$ cat src/rtl/register_file.sv
// Multi-ported register file: byte-strobed write, two registered read ports with
// write-first bypass, and a one-entry-per-cycle clear sweep.

module register_file_entry #(
  parameter int WIDTH = 32
) (
  input  logic               clk,
  input  logic               rst,
  input  logic               wr,
  input  logic               clr,
  input  logic [WIDTH/8-1:0] wstrb,
  input  logic [WIDTH-1:0]   wdata,
  output logic [WIDTH-1:0]   nxt
);
  logic [WIDTH-1:0] q;
  logic [WIDTH-1:0] merged;

  for (genvar b = 0; b < WIDTH/8; b++) begin : g_byte
    assign merged[8*b +: 8] = wstrb[b] ? wdata[8*b +: 8] : q[8*b +: 8];
  end

  // nxt is the post-edge value; the read ports mux it directly for bypass.
  always_comb begin
    nxt = q;
    if (clr)     nxt = '0;
    else if (wr) nxt = merged;
  end

  always_ff @(posedge clk) begin
    if (rst) q <= '0;
    else     q <= nxt;
  end
endmodule

module register_file #(
  parameter  int WIDTH    = 32,
  parameter  int DEPTH    = 32,
  parameter  int ZERO_REG = 1,
  localparam int AW       = (DEPTH > 1) ? $clog2(DEPTH) : 1,
  localparam int NB       = WIDTH / 8
) (
  input  logic             clk,
  input  logic             rst,
  input  logic             we,
  input  logic [AW-1:0]    waddr,
  input  logic [WIDTH-1:0] wdata,
  input  logic [NB-1:0]    wstrb,
  input  logic [AW-1:0]    raddr_a,
  output logic [WIDTH-1:0] rdata_a,
  input  logic [AW-1:0]    raddr_b,
  output logic [WIDTH-1:0] rdata_b,
  input  logic             clr_req,
  output logic             clr_busy
);
  typedef enum logic {IDLE, CLEAR} state_t;

  localparam logic [AW-1:0] LAST = AW'(DEPTH - 1);

  state_t                      state, state_nxt;
  logic   [AW-1:0]             ptr, ptr_nxt;
  logic   [DEPTH-1:0][WIDTH-1:0] nxt;
  logic                        in_w, in_a, in_b;
  logic                        ok_w, ok_a, ok_b;
  logic                        wr_en;

  // Range checks only exist when the address space is larger than DEPTH.
  if (DEPTH == (1 << AW)) begin : g_full
    assign in_w = 1'b1;
    assign in_a = 1'b1;
    assign in_b = 1'b1;
  end else begin : g_part
    assign in_w = (waddr   < AW'(DEPTH));
    assign in_a = (raddr_a < AW'(DEPTH));
    assign in_b = (raddr_b < AW'(DEPTH));
  end

  assign ok_w  = in_w && ((ZERO_REG == 0) || (waddr   != '0));
  assign ok_a  = in_a && ((ZERO_REG == 0) || (raddr_a != '0));
  assign ok_b  = in_b && ((ZERO_REG == 0) || (raddr_b != '0));
  assign wr_en = we && !clr_busy && ok_w && (|wstrb);

  assign clr_busy = (state == CLEAR);

  for (genvar i = 0; i < DEPTH; i++) begin : g_ent
    register_file_entry #(.WIDTH(WIDTH)) u_ent (
      .clk   (clk),
      .rst   (rst),
      .wr    (wr_en && (waddr == AW'(i))),
      .clr   (clr_busy && (ptr == AW'(i))),
      .wstrb (wstrb),
      .wdata (wdata),
      .nxt   (nxt[i])
    );
  end

  always_comb begin
    state_nxt = state;
    ptr_nxt   = ptr;
    case (state)
      IDLE: if (clr_req) begin
        state_nxt = CLEAR;
        ptr_nxt   = '0;
      end
      CLEAR: begin
        ptr_nxt = ptr + AW'(1);
        if (ptr == LAST) begin
          state_nxt = IDLE;
          ptr_nxt   = '0;
        end
      end
      default: state_nxt = IDLE;
    endcase
  end

  always_ff @(posedge clk) begin
    if (rst) begin
      state   <= IDLE;
      ptr     <= '0;
      rdata_a <= '0;
      rdata_b <= '0;
    end else begin
      state   <= state_nxt;
      ptr     <= ptr_nxt;
      rdata_a <= ok_a ? nxt[raddr_a] : '0;
      rdata_b <= ok_b ? nxt[raddr_b] : '0;
    end
  end
endmodule

$ cat config.mk
export PLATFORM = sky130hd
export DESIGN_NAME = register_file
export DESIGN_NICKNAME = d
export VERILOG_FILES = /design/src/rtl/register_file.sv
export SDC_FILE = /design/constraint.sdc
export NUM_CORES = 2
export LEC_CHECK = 0
export CAP_MARGIN = 15
export CORE_MARGIN = 3
export CORE_UTILIZATION = 24
export DETAILED_ROUTE_END_ITERATION = 6
export PLACE_DENSITY_LB_ADDON = 0.05
export SYNTH_ARGS = -nofsm -noshare
export SYNTH_HDL_FRONTEND = slang
export SYNTH_SLANG_ARGS = --single-unit
export TNS_END_PERCENT = 20
$ cat constraint.sdc
create_clock -name clk -period 4.5 [get_ports clk]
set_input_delay 0.9 -clock clk [delete_from_list [all_inputs] [get_ports clk]]
set_output_delay 0.9 -clock clk [all_outputs]
set_load 0.01 [all_outputs]
### Word-level counts from Yosys, hierarchy flattened

Cells that the tools add are included.
W data, S select, Z words.

| storage, ports and cells | value |
|---|---|
| bits in registers | 1094 |
| input bits | 55 |
| word-level logic and storage cells | 383 |

| operators by class | value |
|---|---|
| add/subtract/negate cells | 1 |
| magnitude comparators | 2 |
| eq/ne operators | 63 |
| mux-type cells | 202 |
| bitwise operators | 3 |
| reductions and logical operators | 76 |

Operators with widths:

| kind | count |
|---|---|
| $mux W32 | 66 |
| $mux W8 | 128 |
| $bmux W32 S5 | 2 |
| $eq A5 B5 Y1 const B | 32 |
| $eq A5 B4 Y1 const B | 16 |
| $logic_and A1 B1 Y1 | 67 |
| $eq A5 B3 Y1 const B | 8 |
| $eq A5 B2 Y1 const B | 4 |
| $reduce_bool A5 Y1 | 3 |
| $lt A5 B6 Y1 const B | 2 |
| $eq A5 B1 Y1 const B | 2 |
| $logic_not A5 Y1 | 2 |
| $mux W5 | 2 |
| $pmux W5 S2 | 1 |
| $add A5 B1 Y5 const B | 1 |
| $reduce_or A2 Y1 | 2 |
| $reduce_or A4 Y1 | 1 |
| $not A1 Y1 | 3 |
| $mux W1 | 2 |
| $ne A2 B2 Y1 const B | 1 |
| $pmux W1 S2 | 1 |
| $logic_not A1 Y1 | 1 |

### Logic depth before layout (Yosys ltp)

| depth | value |
|---|---|
| depth in word-level cells | 9 |
| mapped depth | 14 |

### Cells and area by module

A second synthesis with hierarchy kept.

| second synthesis, totals | value |
|---|---|
| cell total of the unflattened synthesis | 7293 |
| area, all modules | 72557.1 sq um |

Modules (own cells, without submodules):

| module | times used | cells each | area each (sq um) | sequential area each (sq um) |
|---|---|---|---|---|
| register_file_entry | 32 | 184 | 1696.6 | 640.6 |
| register_file | 1 | 1405 | 18265.0 | 1401.3 |

### Worst setup path before layout

Ideal clock, no wire load.

| timing path | value |
|---|---|
| kind | input to register |
| start point | input port wstrb[1] |
| end point | register rdata_b[26] |
| library setup time | 0.122 ns |
| data arrival time | 3.274 ns |
| required time | 4.378 ns |
| setup slack | 1.104 ns |
| cell stages on the path | 13 |
| path buffers | 5 |
| path through | buf_2 -> or4_1 -> buf_2 -> buf_6 -> buf_6 -> nand3_1 -> buf_2 -> mux2_2 -> nand2_1 -> o22ai_1 -> o21ai_1 -> nand3_1 -> a311o_1 |

| on the way | value |
|---|---|
| cells in the longest elaborated chain, start to end | 7 |
| elaborated cells between the ends (all ways) | 100 |
| those cells by class | mux: 66; reduce/logical: 34 |

RTL lines:

| item | line | RTL |
|---|---|---|
| from (decl) | 47 | `input logic [NB-1:0] wstrb,` |
| $reduce_or A4 Y1 (*) | 80 | `assign wr_en = we && !clr_busy && ok_w && (\|wstrb);` |
| $logic_and A1 B1 Y1 (*) | 80 |  |
| $logic_and A1 B1 Y1 | 88 | `.wr (wr_en && (waddr == AW'(i))),` |
| $mux W32 | 26 | `else if (wr) nxt = merged;` |
| $mux W32 | 25 | `if (clr) nxt = '0;` |
| $bmux W32 S5 (*) | 125 | `rdata_b <= ok_b ? nxt[raddr_b] : '0;` |
| $mux W32 (implied by the code) (*) | 125 |  |
| to (signal assigned) | 125 |  |
| to (decl) | 51 | `output logic [WIDTH-1:0] rdata_b,` |

Mark *: on every way between the ends. The rest lies on a longest branch, timed or not. The select of a mux whose other input is x is not followed.
A chain may end at the register's enable or synchronous reset.

### Worst setup path in the final report

| timing path | value |
|---|---|
| start point | register ptr[0] |
| end point | register rdata_a[25] |

| on the way | value |
|---|---|
| cells in the longest elaborated chain, start to end | 5 |
| elaborated cells between the ends (all ways) | 98 |
| those cells by class | eq/ne: 31; mux: 34; reduce/logical: 33 |

RTL lines:

| item | line | RTL |
|---|---|---|
| from (decl) | 60 | `logic [AW-1:0] ptr, ptr_nxt;` |
| from (signal assigned) | 123 | `ptr <= ptr_nxt;` |
| $eq A5 B1 Y1 (tied with other cells) | 89 | `.clr (clr_busy && (ptr == AW'(i))),` |
| $logic_and A1 B1 Y1 | 89 |  |
| $mux W32 | 25 |  |
| $bmux W32 S5 (*) | 124 | `rdata_a <= ok_a ? nxt[raddr_a] : '0;` |
| $mux W32 (implied by the code) (*) | 124 |  |
| to (signal assigned) | 124 |  |
| to (decl) | 49 | `output logic [WIDTH-1:0] rdata_a,` |

Marks and branches as above.

==> flow_metrics.env <==
export IMPL_status="complete, but fails checks"
export IMPL_violations="setup timing"
export IMPL_r2r_start="ptr[0]"
export IMPL_port_buffers=119
export IMPL_max_freq_ghz=0.2188
export IMPL_first_pass_iters=6
export IMPL_cp_common_cell="nand2_1"
export IMPL_place_area_mm2=0.07524
export IMPL_synth_edf_count=0
export IMPL_power_w=0.02716
export IMPL_cts_tree="done"
export IMPL_final_area_mm2=0.08043
export IMPL_clk_pin_slew_ps=60
export IMPL_gp_congestion=1.056
export IMPL_cp_slowest_stage_delay_ps=1000
export IMPL_crit_required_ps=5210
export IMPL_drtAntennaViolNets=0
export IMPL_grt_pass1_vias=64920
export IMPL_p_per_area_mw_per_mm2=337.7
export IMPL_cts_root_buf="clkbuf_16"
export IMPL_instances_no_fill=11790
export IMPL_ys_types=92
export IMPL_finalCritPeriodShare_pct=101.6
export IMPL_finalNetCount=8534
export IMPL_hp_class="in -> reg"
export IMPL_dp_cells=11470
export IMPL_syn_inst=7079
export IMPL_htreeDepth=4
export IMPL_ys_flop_type="dfxtp_1"
export IMPL_crit_arrival_ps=5280
export IMPL_final_layout_size_suffix_gt1_share_pct=28.00
export IMPL_rows=178
export IMPL_start_util_pct=24.28
export IMPL_syn_num_nets=7140
export IMPL_io_pins=120
export IMPL_final_common_cell="buf_4"
export IMPL_syn_mean_instance_area_um2=8.111
export IMPL_die_h_um=495.1
export IMPL_relSlewSlack_pct=3.248
export IMPL_place_hpwl_um=410900
export IMPL_yosysSeqAreaShare_pct=38.14
export IMPL_clk_insertion_delay_late_ps=860
export IMPL_grt_max_degree=96
export IMPL_min_period_ps=4570
export IMPL_hold_path_startpoint="rst"
export IMPL_critical_path_class="reg -> reg"
export IMPL_grt_total_usage_pct=42.68
export IMPL_critPathCaptureType="flop"
export IMPL_syn_area_mm2=0.05742
export IMPL_crit_chain="ha_1 -> and3b_1 -> nand2_1 -> nand2_1 -> o22ai_1 -> a22o_1 -> a2111oi_1 -> buf_4 -> nor4_1"
export IMPL_wl_um=541500
export IMPL_startpoint="ptr[0]"
export IMPL_antenna_found_initial=100
export IMPL_critPathMaxFanout=7
export IMPL_setup_viol=2
export IMPL_hold_viol_final=0
export IMPL_numCtsBuffers=152
export IMPL_die_width_um=495.1
export IMPL_fill_cells=25320
export IMPL_rsz0062_at_grt="false"
export IMPL_tightest_slew_ps=1440
export IMPL_most_common_layout_cells="buf_4, nor2_1, dfxtp_1, mux2i_1, nand2_1"
export IMPL_peakVddDrop_uv=293.8
export IMPL_synthArstFlopShare_pct=0
export IMPL_avgRoutedWirePerCell_um=45.94
export IMPL_cts_sinks=1094
export IMPL_ys_ff_latch=1094
export IMPL_cellLeakagePower_nw=35.10
export IMPL_yosys_warnings=0
export IMPL_startpoint_type="flop"
export IMPL_drt_drc_violations_left=0
export IMPL_maxCapViolCount=0
export IMPL_fin_skew_ps=25.73
export IMPL_area_delta_synth_final_pct=40.07
export IMPL_routed_via_density=6.074
export IMPL_core_area_mm2=0.2365
export IMPL_dieArea_mm2=0.2452
export IMPL_cts_buffer_depth=3
export IMPL_drt_iter0_drc=11560
export IMPL_crit_slowest_cell="a2111oi_1"
export IMPL_maxSlewViolCount=0
export IMPL_overflow=0
export IMPL_grt_pass1_wl_um=688700
export IMPL_num_vias=71590
export IMPL_fin_ws_ps=-70.09
worst max-delay path: cells and delay by family (launching register included):
family                   cells  cell delay [ps]
adder cells (fa/ha/maj)      1              300
AO/OA/AOI/OAI                3             1650
flip-flops                   1              480
AND/OR/NAND/NOR              4             1700
buffers and inverters        1              290
final timing paths:
check / end / slack [ps] / cells after the start
worst max-delay path: rdata_a[25] / -70 / 9
worst min-delay path: g_ent[25].u_ent.q[13] / 400 / 2
worst max register to register: rdata_a[25] / -70 / 9
worst min register to register: g_ent[14].u_ent.q[29] / 490 / 2
registers in the layout, indices dropped and copies added (netlist names):
name,cells
clr_busy,1
rdata_b,32
ptr,5
g_ent.u_ent.q,1024
rdata_a,32
cells by family (layout without fill, tap and decap cells):
kind of cell | after synthesis | in the layout | synth area share (%)
adders and majority gates | 6 | 6 | 0.1307
AOI/OAI and AO/OA | 1837 | 1837 | 21.13
buffers and inverters | 685 | 2196 | 4.914
DFF | 1094 | 1094 | 38.14
other | 0 | 46 | 0
and+or+nand+nor | 2671 | 2671 | 21.60
muxes | 786 | 786 | 14.08
cell type report:
class                           instances  area (µm²)  area share [%]
Multi-Input combinational cell       5300       33190           41.27
Timing Repair Buffer                 1896       16130           20.05
Tap cell                             3150        3941           4.900
Antenna cell                           46       115.1          0.1431
Clock inverter                         33       335.3          0.4169
Clock buffer                          238        4705           5.849
Sequential cell                      1094       21900           27.23
Inverter                               29       111.4          0.1385
metal layers:
metal / vias to the layer above / global-route usage [%] / share of wire, %
met2: 5229 / 58.28 / 39
met5: - / 0 / 0.057
met3: 1230 / 11.83 / 11
met4: 44 / 28.40 / 7.7
met1: 36240 / 57.93 / 42
li1: 28850 / - / -
cell usage after synthesis (all sizes together), types with 71 or more instances:
cell | number | share of area [%]
a31oi | 71 | 0.77
o221ai | 146 | 2.2
o21ai | 378 | 3.3
dfxtp | 1094 | 38
o22ai | 280 | 3.1
mux2i | 647 | 11
a21oi | 398 | 3.5
nand3 | 151 | 2.1
mux2 | 135 | 2.6
clkbuf | 513 | 3.4
nand2 | 444 | 2.9
nor3 | 425 | 3.7
nor2 | 1312 | 8.6
buf | 143 | 1.4
a211oi | 83 | 1.1
where the power goes:
group | switching [W] | leakage [nW] | internal (W)
Clock | 0.00533 | 2.49 | 0.00738
Combinational | 0.00345 | 23.8 | 0.00117
Sequential | 0.0000717 | 8.82 | 0.00976
Total | 0.00886 | 35.1 | 0.0183
through the flow:
step / setup WS, ps / utilization, % / hold slack (ps) / setup TNS [ps]
6_report: -70.09 / 34.01 / 395.8 / -89.91
5_1_grt: 36.21 / 33.96 / 413.7 / 0
4_1_cts: 2.880 / 33.95 / 359.3 / 0
3_5_place_dp: -1011 / 31.81 / 469.3 / -17600
3_3_place_gp: -1195 / 31.79 / 466.4 / -21530
2_1_floorplan: 1104 / - / 440.4 / 0
timing repair:
item	4_1_cts	5_1_grt
hold endpoints to repair	0	0
pin swaps	0	0
buffers inserted	0	0
resized for setup	4	5
setup endpoints to repair	4	4
hold buffers	0	0
Note: power is estimated with default switching activity, not from simulation.
